### src/rtl/nes_i2c_pkg.sv
// nes_i2c_pkg: shared state encoding and constants for the I2C EEPROM target
package nes_i2c_pkg;
  localparam logic [6:0] DEF_DEV_ADDR = 7'h50;
  localparam int BCW = 4;
  typedef enum logic [3:0] {
    IDLE, DEVADDR, ACK_DEV, ADDR_HI, ACK_HI, ADDR_LO, ACK_LO, WRDATA, ACK_WR, RDDATA, RDACK
  } state_e;
endpackage

### src/rtl/i2c_bus_sync.sv
// i2c_bus_sync: synchronises raw SCL/SDA and detects SCL edges, START and STOP
module i2c_bus_sync (
  input  logic clk_in,
  input  logic nrst_in,
  input  logic scl_in,
  input  logic sda_in,
  output logic sda_s,
  output logic scl_rise,
  output logic scl_fall,
  output logic start,
  output logic stop
);
  logic [2:0] scl_q, scl_d, sda_q, sda_d;
  // [0],[1] are the two sync stages, [2] is the history stage
  always_comb begin
    scl_d = {scl_q[1:0], scl_in};
    sda_d = {sda_q[1:0], sda_in};
  end
  // an idle bus is high, so reset high to avoid spurious edges after reset
  always_ff @(posedge clk_in or negedge nrst_in)
    if (!nrst_in) begin
      scl_q <= '1;
      sda_q <= '1;
    end else begin
      scl_q <= scl_d;
      sda_q <= sda_d;
    end
  assign sda_s    = sda_q[1];
  assign scl_rise = scl_q[1] & ~scl_q[2];
  assign scl_fall = ~scl_q[1] & scl_q[2];
  assign start    = scl_q[1] & scl_q[2] & ~sda_q[1] & sda_q[2];
  assign stop     = scl_q[1] & scl_q[2] & sda_q[1] & ~sda_q[2];
endmodule

### src/rtl/i2c_eeprom_target.sv
// i2c_eeprom_target: 24-series style EEPROM I2C target driving an external sync RAM port
module i2c_eeprom_target
  import nes_i2c_pkg::*;
#(
  parameter logic [6:0] DEV_ADDR = DEF_DEV_ADDR,
  parameter int         MEM_AW   = 15
) (
  input  logic              clk_in,
  input  logic              nrst_in,
  input  logic              scl_in,
  input  logic              sda_in,
  output logic              sda_oe_out,
  output logic [MEM_AW-1:0] mem_a_out,
  input  logic [7:0]        mem_d_in,
  output logic              mem_rd_out,
  output logic [7:0]        mem_d_out,
  output logic              mem_wr_out,
  output logic              busy_out
);
  logic sda_s, scl_rise, scl_fall, start, stop;
  state_e state_q, state_d;
  logic [BCW-1:0] cnt_q, cnt_d;
  logic [7:0] shift_q, shift_d, hi_q, hi_d, mem_d_q, mem_d_d, byte_in;
  logic [MEM_AW-1:0] ptr_q, ptr_d, mem_a_q, mem_a_d;
  logic rd_q, rd_d, rd_pend_q, rd_pend_d, oe_q, oe_d, busy_q, busy_d;
  logic mem_rd_q, mem_rd_d, mem_wr_q, mem_wr_d;
  logic [15:0] addr16;
  i2c_bus_sync u_sync (
    .clk_in   (clk_in),
    .nrst_in  (nrst_in),
    .scl_in   (scl_in),
    .sda_in   (sda_in),
    .sda_s    (sda_s),
    .scl_rise (scl_rise),
    .scl_fall (scl_fall),
    .start    (start),
    .stop     (stop)
  );
  assign byte_in = {shift_q[6:0], sda_s};
  assign addr16  = {hi_q, byte_in};
  // protocol FSM: receive bytes on SCL rise, drive ACK/read bits on SCL fall
  always_comb begin
    state_d   = state_q;
    cnt_d     = cnt_q;
    shift_d   = rd_pend_q ? mem_d_in : shift_q;
    hi_d      = hi_q;
    ptr_d     = ptr_q;
    rd_d      = rd_q;
    rd_pend_d = mem_rd_q;
    oe_d      = oe_q;
    busy_d    = busy_q;
    mem_rd_d  = 1'b0;
    mem_wr_d  = 1'b0;
    mem_a_d   = mem_a_q;
    mem_d_d   = mem_d_q;
    if (stop) begin
      state_d = IDLE;
      oe_d    = 1'b0;
      busy_d  = 1'b0;
    end else if (start) begin
      state_d = DEVADDR;
      cnt_d   = '0;
      oe_d    = 1'b0;
    end else begin
      case (state_q)
        DEVADDR, ADDR_HI, ADDR_LO, WRDATA: if (scl_rise) begin
          shift_d = byte_in;
          cnt_d   = cnt_q + BCW'(1);
          if (cnt_q == BCW'(7)) begin
            cnt_d = '0;
            if (state_q == DEVADDR) begin
              if (byte_in[7:1] == DEV_ADDR) begin
                busy_d   = 1'b1;
                rd_d     = byte_in[0];
                mem_rd_d = byte_in[0];
                if (byte_in[0]) mem_a_d = ptr_q;
                state_d  = ACK_DEV;
              end else begin
                busy_d  = 1'b0;
                state_d = IDLE;
              end
            end else if (state_q == ADDR_HI) begin
              hi_d    = byte_in;
              state_d = ACK_HI;
            end else if (state_q == ADDR_LO) begin
              ptr_d   = addr16[MEM_AW-1:0];
              state_d = ACK_LO;
            end else begin
              mem_wr_d = 1'b1;
              mem_a_d  = ptr_q;
              mem_d_d  = byte_in;
              ptr_d    = ptr_q + MEM_AW'(1);
              state_d  = ACK_WR;
            end
          end
        end
        ACK_DEV, ACK_HI, ACK_LO, ACK_WR: if (scl_fall) begin
          oe_d = ~oe_q;
          if (oe_q) begin
            state_d = state_q == ACK_HI ? ADDR_LO :
                      state_q != ACK_DEV ? WRDATA :
                      rd_q ? RDDATA : ADDR_HI;
            if (state_q == ACK_DEV && rd_q) begin
              oe_d    = ~shift_q[7];
              shift_d = {shift_q[6:0], 1'b0};
              cnt_d   = BCW'(1);
            end
          end
        end
        RDDATA: if (scl_fall) begin
          if (cnt_q == BCW'(8)) begin
            oe_d    = 1'b0;
            cnt_d   = '0;
            state_d = RDACK;
          end else begin
            oe_d    = ~shift_q[7];
            shift_d = {shift_q[6:0], 1'b0};
            cnt_d   = cnt_q + BCW'(1);
          end
        end
        RDACK: if (scl_rise) begin
          if (!sda_s) begin
            ptr_d    = ptr_q + MEM_AW'(1);
            mem_rd_d = 1'b1;
            mem_a_d  = ptr_q + MEM_AW'(1);
            state_d  = RDDATA;
          end else begin
            busy_d  = 1'b0;
            state_d = IDLE;
          end
        end
        default: ;
      endcase
    end
  end
  // state and datapath registers; reset releases SDA asynchronously
  always_ff @(posedge clk_in or negedge nrst_in)
    if (!nrst_in) begin
      state_q   <= IDLE;
      cnt_q     <= '0;
      shift_q   <= '0;
      hi_q      <= '0;
      ptr_q     <= '0;
      rd_q      <= 1'b0;
      rd_pend_q <= 1'b0;
      oe_q      <= 1'b0;
      busy_q    <= 1'b0;
      mem_rd_q  <= 1'b0;
      mem_wr_q  <= 1'b0;
      mem_a_q   <= '0;
      mem_d_q   <= '0;
    end else begin
      state_q   <= state_d;
      cnt_q     <= cnt_d;
      shift_q   <= shift_d;
      hi_q      <= hi_d;
      ptr_q     <= ptr_d;
      rd_q      <= rd_d;
      rd_pend_q <= rd_pend_d;
      oe_q      <= oe_d;
      busy_q    <= busy_d;
      mem_rd_q  <= mem_rd_d;
      mem_wr_q  <= mem_wr_d;
      mem_a_q   <= mem_a_d;
      mem_d_q   <= mem_d_d;
    end
  assign sda_oe_out = oe_q;
  assign busy_out   = busy_q;
  assign mem_rd_out = mem_rd_q;
  assign mem_wr_out = mem_wr_q;
  assign mem_a_out  = mem_a_q;
  assign mem_d_out  = mem_d_q;
endmodule

### config.mk
export PLATFORM = sky130hd
export DESIGN_NAME = i2c_eeprom_target
export DESIGN_NICKNAME = d
export VERILOG_FILES = /design/src/rtl/nes_i2c_pkg.sv /design/src/rtl/i2c_bus_sync.sv /design/src/rtl/i2c_eeprom_target.sv
export SDC_FILE = /design/constraint.sdc
export NUM_CORES = 1
export LEC_CHECK = 0
export BUFFER_PORTS_ARGS = -buffer_cell sky130_fd_sc_hd__clkbuf_2
export CORE_MARGIN = 2
export CORE_UTILIZATION = 35
export DETAILED_ROUTE_END_ITERATION = 8
export PLACE_DENSITY = 0.56
export SETUP_SLACK_MARGIN = 0.4
export SLEW_MARGIN = 5
export SYNTH_ARGS = -nofsm -noshare
export SYNTH_HDL_FRONTEND = slang
export SYNTH_SLANG_ARGS = --single-unit
### constraint.sdc
create_clock -name clk_in -period 5.5 [get_ports clk_in]
set_clock_uncertainty 0.05 [all_clocks]
set_input_delay 0.55 -clock clk_in [delete_from_list [all_inputs] [get_ports clk_in]]
set_output_delay 0.55 -clock clk_in [all_outputs]
set_load 0.02 [all_outputs]
==> Word level (Yosys, flattened, before mapping) <==
Cells that the tools add are included.
{ "word_totals": {"out_inout_bits": 27, "word_cells": 181, "register_bits": 73} }
{ "op_classes": {"n_mux": 87, "n_bitwise": 18, "n_reduce_logical": 17, "eq_ne": 42, "add_sub_neg": 2} }
{ "ops": {"columns": ["operator", "n"], "rows": [
  ["two-way mux 15 bit", 14],
  ["two-way mux 4 bit", 24],
  ["two-way mux 8 bit", 9],
  ["one-hot mux 15 bit (2 select lines)", 2],
  ["inequality test 3 bit (second input constant)", 12],
  ["two-way mux 1 bit", 31],
  ["inequality test 4 bit (second input constant)", 7],
  ["AND reduction 7 bit", 4],
  ["one-hot mux 8 bit (3 select lines)", 1],
  ["== test 4 x 3 -> 1 bit (second input constant)", 5],
  ["== test 4 bit (second input constant)", 4],
  ["one-hot mux 4 bit (4 select lines)", 1],
  ["AND reduction 8 bit", 2],
  ["adder 15 x 1 -> 15 bit (second input constant)", 1],
  ["inequality test 2 bit (second input constant)", 6],
  ["one-hot mux 4 bit (3 select lines)", 1],
  ["inverter 1 bit", 11],
  ["AND reduction 11 bit", 1],
  ["AND reduction 9 bit", 1],
  ["== test 4 x 2 -> 1 bit (second input constant)", 2],
  ["nonzero test 4 bit", 2],
  ["OR reduction 4 bit", 2],
  ["AND 1 bit", 7],
  ["== test 7 bit (second input constant)", 1],
  ["12 further kinds", 15]
]} }

==> Logic depth before layout (Yosys ltp) <==
Gate-level depths: netlist of run 1.
{ "depth": {"depth_word": 9, "ltp_mapped": 8, "depth_no_buf": 7} }

==> Cells and area by module <==
From an unflattened synthesis of run 1, not the netlist that was laid out.
{ "hier_totals": {"hier_cells": 429, "area_unflattened_um2": 4048.9} }
{ "by_module_without_submodules": {"columns": ["mod", "cells_per_inst", "n_inst", "seq_area_each_um2", "area_each_um2"], "rows": [
  ["i2c_eeprom_target", 419, 1, 1676.6, 3858.7],
  ["i2c_bus_sync", 10, 1, 157.7, 190.2]
]} }

==> Worst setup path before layout of run 1 <==
No wires, ideal clock.
{ "synth_path": {"path_kind": "reg2reg", "start": "register cnt_q[0]", "end": "register mem_a_q[10], in the netlist mem_a_out[10]", "period_less_slack_ps": 2124, "t_required_ps": 5325, "slack_ps": 3376, "path_buffers": 2, "stages_incl_launch_ff": 8, "t_arrival_ps": 1948, "cell_sequence": "dfrtp_1 -> ha_1 -> and3b_1 -> clkbuf_1 -> a2bb2oi_1 -> a2111o_1 -> buf_6 -> mux2_4"} }
{ "synth_via": {"elab_chain_cells": 3} }
{ "synth_rtl": {"columns": ["element", "line", "source"], "rows": [
  ["from (decl)", "i2c_eeprom_target.sv:22", "logic [BCW-1:0] cnt_q, cnt_d;"],
  ["from (signal assigned)", "i2c_eeprom_target.sv:154", "cnt_q <= cnt_d;"],
  ["== test 4 x 3 -> 1 bit", "i2c_eeprom_target.sv:69", "if (cnt_q == BCW'(7)) begin"],
  ["inequality test 2 bit (no source line)", null, null],
  ["AND reduction 11 bit (no source line)", null, null],
  ["to (signal assigned)", "i2c_eeprom_target.sv:164", "mem_a_q <= mem_a_d;"],
  ["to (decl)", "i2c_eeprom_target.sv:24", "logic [MEM_AW-1:0] ptr_q, ptr_d, mem_a_q, mem_a_d;"]
]} }
No other way between the ends.
A chain may end at the register's enable or synchronous reset.

==> Worst setup path in the final report of run 1 <==
{ "layout_path": {"start": "register state_q[2]", "end": "register ptr_q[0]"} }
{ "layout_via": {"elab_chain_cells": 7, "elab_cells_between_ends": 20, "cone_classes": "eq/ne (11); mux (6); reduce/logical (3)"} }
{ "layout_rtl": {"columns": ["element", "line", "source"], "rows": [
  ["from (decl)", "i2c_eeprom_target.sv:21", "state_e state_q, state_d;"],
  ["from (signal assigned)", "i2c_eeprom_target.sv:153", "state_q <= state_d;"],
  ["== test 4 x 3 -> 1 bit", "i2c_eeprom_target.sv:65, i2c_eeprom_target.sv:85", null],
  ["two-way mux 15 bit", "i2c_eeprom_target.sv:85", "end else if (state_q == ADDR_LO) begin"],
  ["two-way mux 15 bit", "i2c_eeprom_target.sv:82", "end else if (state_q == ADDR_HI) begin"],
  ["two-way mux 15 bit", "i2c_eeprom_target.sv:71", "if (state_q == DEVADDR) begin"],
  ["two-way mux 15 bit", "i2c_eeprom_target.sv:69", null],
  ["two-way mux 15 bit", "i2c_eeprom_target.sv:66", "DEVADDR, ADDR_HI, ADDR_LO, WRDATA: if (scl_rise) begin"],
  ["one-hot mux 15 bit (2 select lines)", "i2c_eeprom_target.sv:65", "case (state_q)"],
  ["to (signal assigned)", "i2c_eeprom_target.sv:157", "ptr_q <= ptr_d;"],
  ["to (decl)", "i2c_eeprom_target.sv:24", null]
]} }
Parallel ways exist; a longest one is shown, timed or not. The select of a mux whose other input is x is not followed.

==> results.ini, run 1 <==
[status]
status = complete, no violations

[synthesis]
post_synth_xor_area_fraction_pct = 3.54
synthMuxAreaShare_pct = 13.4
yosys_warnings = 0
synthAdderAreaFrac_pct = 0.949
ys_seq_area_share_pct = 46.4
synthSimpleGateAreaFrac_pct = 18.9
synth_compound_area_share_pct = 13.3
syn_inst = 397
synth_top_family_by_area = simple AND/OR/NAND/NOR gates
synthFlopType = dfrtp_1
synth_cell_type_count = 54
synth_edf_count = 0
syn_area_um2 = 3960
syn_nets = 412
avgSynthCellArea_um2 = 9.97
synth-seq-cells = 73
async_reset_ff_share_pct = 100

[timing]
fin_ws_ps = 2680
max-slew-margin-rel_pct = 21.0
tightest_slew_ps = 1180
hold_viol = 0
layout_min_cycle_time_ps = 2820
setup_tns_ps = 0
whs_ps = 257
fmax_mhz = 355
post-route-period-util_pct = 51.3
drv_slew = 0
rsz0062_at_grt = false
finalSetupViolCount = 0

[route]
wl_per_cell_um = 15.9
drtIter0Drc = 275
drc = 0
finalWirelength_mm = 9.03
vias = 3067
routed_via_density = 5.40
ant_nets = 0
drtPass1Iterations = 5

[setup_path]
critPathCaptureType = register
cp_common_cell = or3_1
max_stage_delay_ps = 610
worstPathArrival_ps = 2960
crit_path_top_delay_cell = dfrtp_1
start_kind = register
r2r_cells = 5
worstPathRequired_ps = 5640
worstPathMaxFanout = 24
crit_type = register to register
cp_cell_sequence = nand4bb_1 -> a2bb2oi_1 -> or3_1 -> or3_1 -> o311ai_0

[clock_network]
cts_tree = yes
hold_buffers = 0
clk_latency_ps = 320
clk_pin_slew_ps = 60
cts_root_buf = clkbuf_16
cts_buffers = 9
clock_sinks = 73
cts_resized = 0
post_cts_buffers = 0
htree_levels = 3
cts.path.max_buffers = 2

[finish]
areaGrowthSynthToFinish_pct = 13.5
final_cell_mix = dfrtp_1 (67), nand2_1 (40), clkbuf_2 (37)
n_antenna_cell = 0
layout_commonest_cell = dfrtp_1
final_cells = 568
fillers = 1100
drive_above_1_share_pct = 22.4
final_nets = 439

[power_and_ir_drop]
p_per_area_nw_per_um2 = 398
finalPower_mw = 1.79
leakagePower_nw = 1.97
irDropWorstVdd_mv = 0.179

[placement]
io_buffers = 38
gp_routability_congestion = 0.848
place_ws_ps = 2700
placed_cells = 553
dp_hpwl_mm = 6.30

[global_route]
overflow = 0
grt_pass1_wl_mm = 15.2
groute.usage.overall_pct = 16.1
grt_max_degree = 74
antenna_found_initial = 0
grt_pass1_vias = 2919

[floorplanning]
start_util_pct = 36.2
row_count = 38
ios = 39
die_height_um = 110
die_w_um = 110
coreArea_um2 = 10900
die_area_um2 = 12200

[worst_hold_path]
holdCritPathClass = input pin to register
holdPathStages = 1

[flow_run]
cap_violations = 0

Yosys cell counts (2+ instances only):
| cell type | instances | area, um^2 |
|---|---|---|
| o21ai_0 | 29 | 145 |
| o22ai_1 | 10 | 62.6 |
| and3b_1 | 2 | 17.5 |
| dfstp_2 | 6 | 158 |
| a21o_1 | 2 | 15.0 |
| nor3_1 | 8 | 40.0 |
| buf_1 | 2 | 7.51 |
| and3_1 | 3 | 18.8 |
| a21oi_1 | 23 | 115 |
| or3_1 | 5 | 31.3 |
| a31oi_1 | 2 | 12.5 |
| nand2b_1 | 6 | 37.5 |
| nand4_1 | 8 | 50.1 |
| a32oi_1 | 2 | 17.5 |
| o211ai_1 | 2 | 15.0 |
| nor2b_1 | 3 | 18.8 |
| dfrtp_1 | 67 | 1680 |
| mux2i_1 | 15 | 150 |
| nor2_1 | 29 | 109 |
| nor4_1 | 6 | 37.5 |
| nand4b_1 | 2 | 17.5 |
| clkbuf_1 | 10 | 37.5 |
| a2bb2oi_1 | 4 | 35.0 |
| inv_1 | 9 | 33.8 |
| xor2_1 | 3 | 26.3 |
| ha_1 | 3 | 37.5 |
| or2_2 | 2 | 12.5 |
| buf_2 | 9 | 45.0 |
| nand3_1 | 13 | 65.1 |
| o31ai_1 | 2 | 15.0 |
| mux2_2 | 19 | 214 |
| and4_1 | 2 | 17.5 |
| o22a_1 | 2 | 17.5 |
| a22oi_1 | 4 | 30.0 |
| mux2_4 | 11 | 165 |
| nand2_1 | 40 | 150 |
| nor3b_1 | 2 | 15.0 |
| nand3b_1 | 2 | 15.0 |
| xnor2_1 | 13 | 114 |
logic make-up (layout without fill, tap and decap cells):
kind of cell | after synthesis | in the layout
AND/OR/NAND/NOR | 141 | 141
AO/OA/AOI/OAI | 87 | 87
flip-flops | 73 | 73
multiplexers | 45 | 45
buffers and inverters | 32 | 63
XOR/XNOR | 16 | 16
adder cells (fa/ha/maj) | 3 | 3
worst max-delay path, delay by kind of cell (launching register included):
family,cells,cell delay (ps)
AND/OR/NAND/NOR,3,1650
flip-flops,1,610
AO/OA/AOI/OAI,2,380
power by group:
part | internal [mW] | switching [mW]
combinational | 0.220 | 0.285
sequential | 0.611 | 0.150
clock | 0.314 | 0.208
total | 1.14 | 0.643
stage by stage:
stage | utilization (%) | area, um^2
after floorplan | - | 3960
after global placement | 38.7 | 4230
after detailed placement | 38.7 | 4230
after CTS | 41.1 | 4490
after global routing | 41.1 | 4490
final | 41.1 | 4490
flip-flops by register name, summed over array words and instances (netlist names):
| register | flops |
|---|---|
| mem_a_out | 15 |
| ptr_q | 15 |
| busy_out | 1 |
| mem_d_out | 8 |
| mem_rd_out | 1 |
| sda_oe_out | 1 |
| u_sync.sda_q | 3 |
| cnt_q | 4 |
| u_sync.scl_q | 3 |
| shift_q | 8 |
| rd_q | 1 |
| state_q | 4 |
| hi_q | 7 |
| rd_pend_q | 1 |
| mem_wr_out | 1 |
layer usage:
metal | vias up | GRT usage, % | routed length [um]
met3 | 5 | 4.12 | 553
met5 | - | 0 | 0
met1 | 1484 | 22.8 | 4280
met4 | 0 | 5.00 | 72
met2 | 81 | 24.2 | 4120
li1 | 1497 | - | -
worst paths after layout:
| kind | startpoint | to | slack, ps |
|---|---|---|---|
| min | scl_in | u_sync.scl_q[0] | 260 |
| max | state_q[2] | ptr_q[0] | 2680 |
| min in group asynchronous | nrst_in | state_q[0] | 310 |
| max reg2reg | state_q[2] | ptr_q[0] | 2680 |
| min reg2reg | u_sync.sda_q[0] | u_sync.sda_q[1] | 310 |
| max in group asynchronous | nrst_in | hi_q[2] | 4490 |
cell type report:
type	count	area [um^2]	area share, %
Tap cell	140	175	3.90
Inverter	9	33.8	0.752
Multi-Input combinational cell	292	1980	44.2
Sequential cell	73	1830	40.8
Clock buffer	12	246	5.49
Timing Repair Buffer	39	200	4.46
Clock inverter	3	17.5	0.390
(Power assumes the default switching activity.)
==> run 2: changes to the inputs <==
- clock period: 5.5 -> 2.9 ns (I/O delays scaled with it)
==> results.ini, run 2 (synthesized netlist as in run 1, its figures left out) <==
[status]
status = complete, no violations

[finish]
n_antenna_cell = 0  ; unchanged
final_cells = 580  ; +2.1%
areaGrowthSynthToFinish_pct = 15.8
final_nets = 450  ; +2.5%
final_core_util_pct = 41.9  ; +0.82 points
drive_above_1_share_pct = 24.5  ; +2.1 points
layout_commonest_cell = dfrtp_1
final_cell_mix = dfrtp_1 (65), nand2_1 (40), clkbuf_2 (37)

[global_route]
overflow = 0  ; unchanged
grt_pass1_wl_mm = 15.2  ; +0.18%
groute.usage.overall_pct = 16.4  ; +0.30 points
antenna_found_initial = 0  ; unchanged
grt_max_degree = 74  ; unchanged
grtUsageMet3_pct = 3.29  ; -0.82 points
grt_pass1_vias = 3003  ; +2.9%
use_met1_pct = 23.2  ; +0.43 points
grt-busiest-layer = met2
gr-usage-met2_pct = 23.8  ; -0.35 points

[setup_path]
rrSetupSlack_ps = 560  ; -2120 ps
worstPathMaxFanout = 20  ; -17%
critPathCaptureType = register
r2r_cells = 5  ; unchanged
worstPathArrival_ps = 2500  ; -460 ps
regToRegStartpoint = state_q[3]
worstPathRequired_ps = 3060  ; -2580 ps
crit_type = register to register
timing.rr.end = cnt_q[2]
start_kind = register
crit_end = cnt_q[2]
critPathLaunch = state_q[3]

[route]
finalWirelength_mm = 9.16  ; +1.4%
drtPass1Iterations = 5  ; unchanged
routed_via_density = 5.41  ; +0.20%
vias = 3138  ; +2.3%
drtIter0Drc = 221  ; -20%
ant_nets = 0  ; unchanged
drc = 0  ; unchanged
wl_per_cell_um = 15.8  ; -0.66%

[worst_hold_path]
holdCritPathClass = input pin to asynchronous set/reset pin

[flow_run]
cap_violations = 0  ; unchanged

[floorplanning]
die_height_um = 110  ; unchanged
start_util_pct = 36.2  ; unchanged
die_w_um = 110  ; unchanged
ios = 39  ; unchanged
coreArea_um2 = 10900  ; unchanged
die_area_um2 = 12200  ; unchanged
row_count = 38  ; unchanged

[placement]
io_buffers = 38  ; unchanged
dp_hpwl_mm = 6.34  ; +0.65%
place_ws_ps = 486  ; -2210 ps
placed_cells = 562  ; +1.6%
gp_routability_congestion = 0.888  ; +4.7%

[clock_network]
cts_buffers = 9  ; unchanged
cts.path.max_buffers = 2  ; unchanged
cts_root_buf = clkbuf_16
htree_levels = 3  ; unchanged
clk_latency_ps = 330  ; about the same
cts_tree = yes
clk_pin_slew_ps = 60  ; about the same
post_cts_buffers = 0  ; unchanged
clock_sinks = 73  ; unchanged

[timing]
tightest_slew_ps = 940  ; -240 ps
rsz0062_at_grt = false
fmax_mhz = 428  ; +21%
hold_viol = 0  ; unchanged
finalSetupViolCount = 0  ; unchanged
whs_ps = 48.6  ; -208 ps
max-slew-margin-rel_pct = 37.4  ; +16 points
drv_slew = 0  ; unchanged
setup_tns_ps = 0  ; unchanged
post-route-period-util_pct = 80.6  ; +29 points
fin_ws_ps = 562  ; -2120 ps
layout_min_cycle_time_ps = 2340  ; -482 ps

[power_and_ir_drop]
irDropWorstVdd_mv = 0.418  ; +130%
p_per_area_nw_per_um2 = 751  ; +89%
leakagePower_nw = 2.02  ; +2.6%

run 2: power by group:
group,internal [mW],leakage [nW],switching (mW)
clock network,0.577,0.130,0.421
logic,0.437,0.921,0.548
registers,1.16,0.970,0.295
total,2.18,2.02,1.26
run 2: what timing repair did:
action	4_1_cts	5_1_grt
setup endpoints to repair	0	2
endpoints found under the hold margin	2	0
hold buffers	2	0
resized for setup	0	2
run 2: stage by stage:
step / total power, mW / cell area [um^2]
after floorplan: 2.17 / 3960
final: 3.44 / 4580
after detailed placement: 2.45 / 4300
after global placement: 2.42 / 4300
after global routing: 3.67 / 4580
after CTS: 3.46 / 4580
run 2: final cells by class:
class	instances	area [um^2]
inverter	9	33.8
timing repair buffer	50	288
clock buffer	11	233
multi-input combinational	292	1980
sequential	73	1840
tap	140	175
clock inverter	5	31.3
fill	1104	6350
run 2: worst min-delay path by stage:
stage | endpoint | slack, ps | cells after the start
after CTS | mem_a_out[4] | 90 | 1
final | mem_a_out[2] | 50 | 1
after global placement | u_sync.sda_q[1] | 300 | 0
after floorplan | busy_out | -60 | 0
after detailed placement | u_sync.sda_q[1] | 300 | 0
after global routing | mem_a_out[2] | 140 | 1
run 2: critical path: stages (launching register included):
cell and delay (ps):
dfrtp_1 590, or3_1 410, and3b_1 210, and3_1 180
or3_1 450, mux2_4 320
run 2: layer usage:
layer / vias up / wire length [um]
li1: 1522 / -
met1: 1512 / 4410
met4: 0 / 199
met5: - / 0
met2: 89 / 4120
met3: 15 / 433
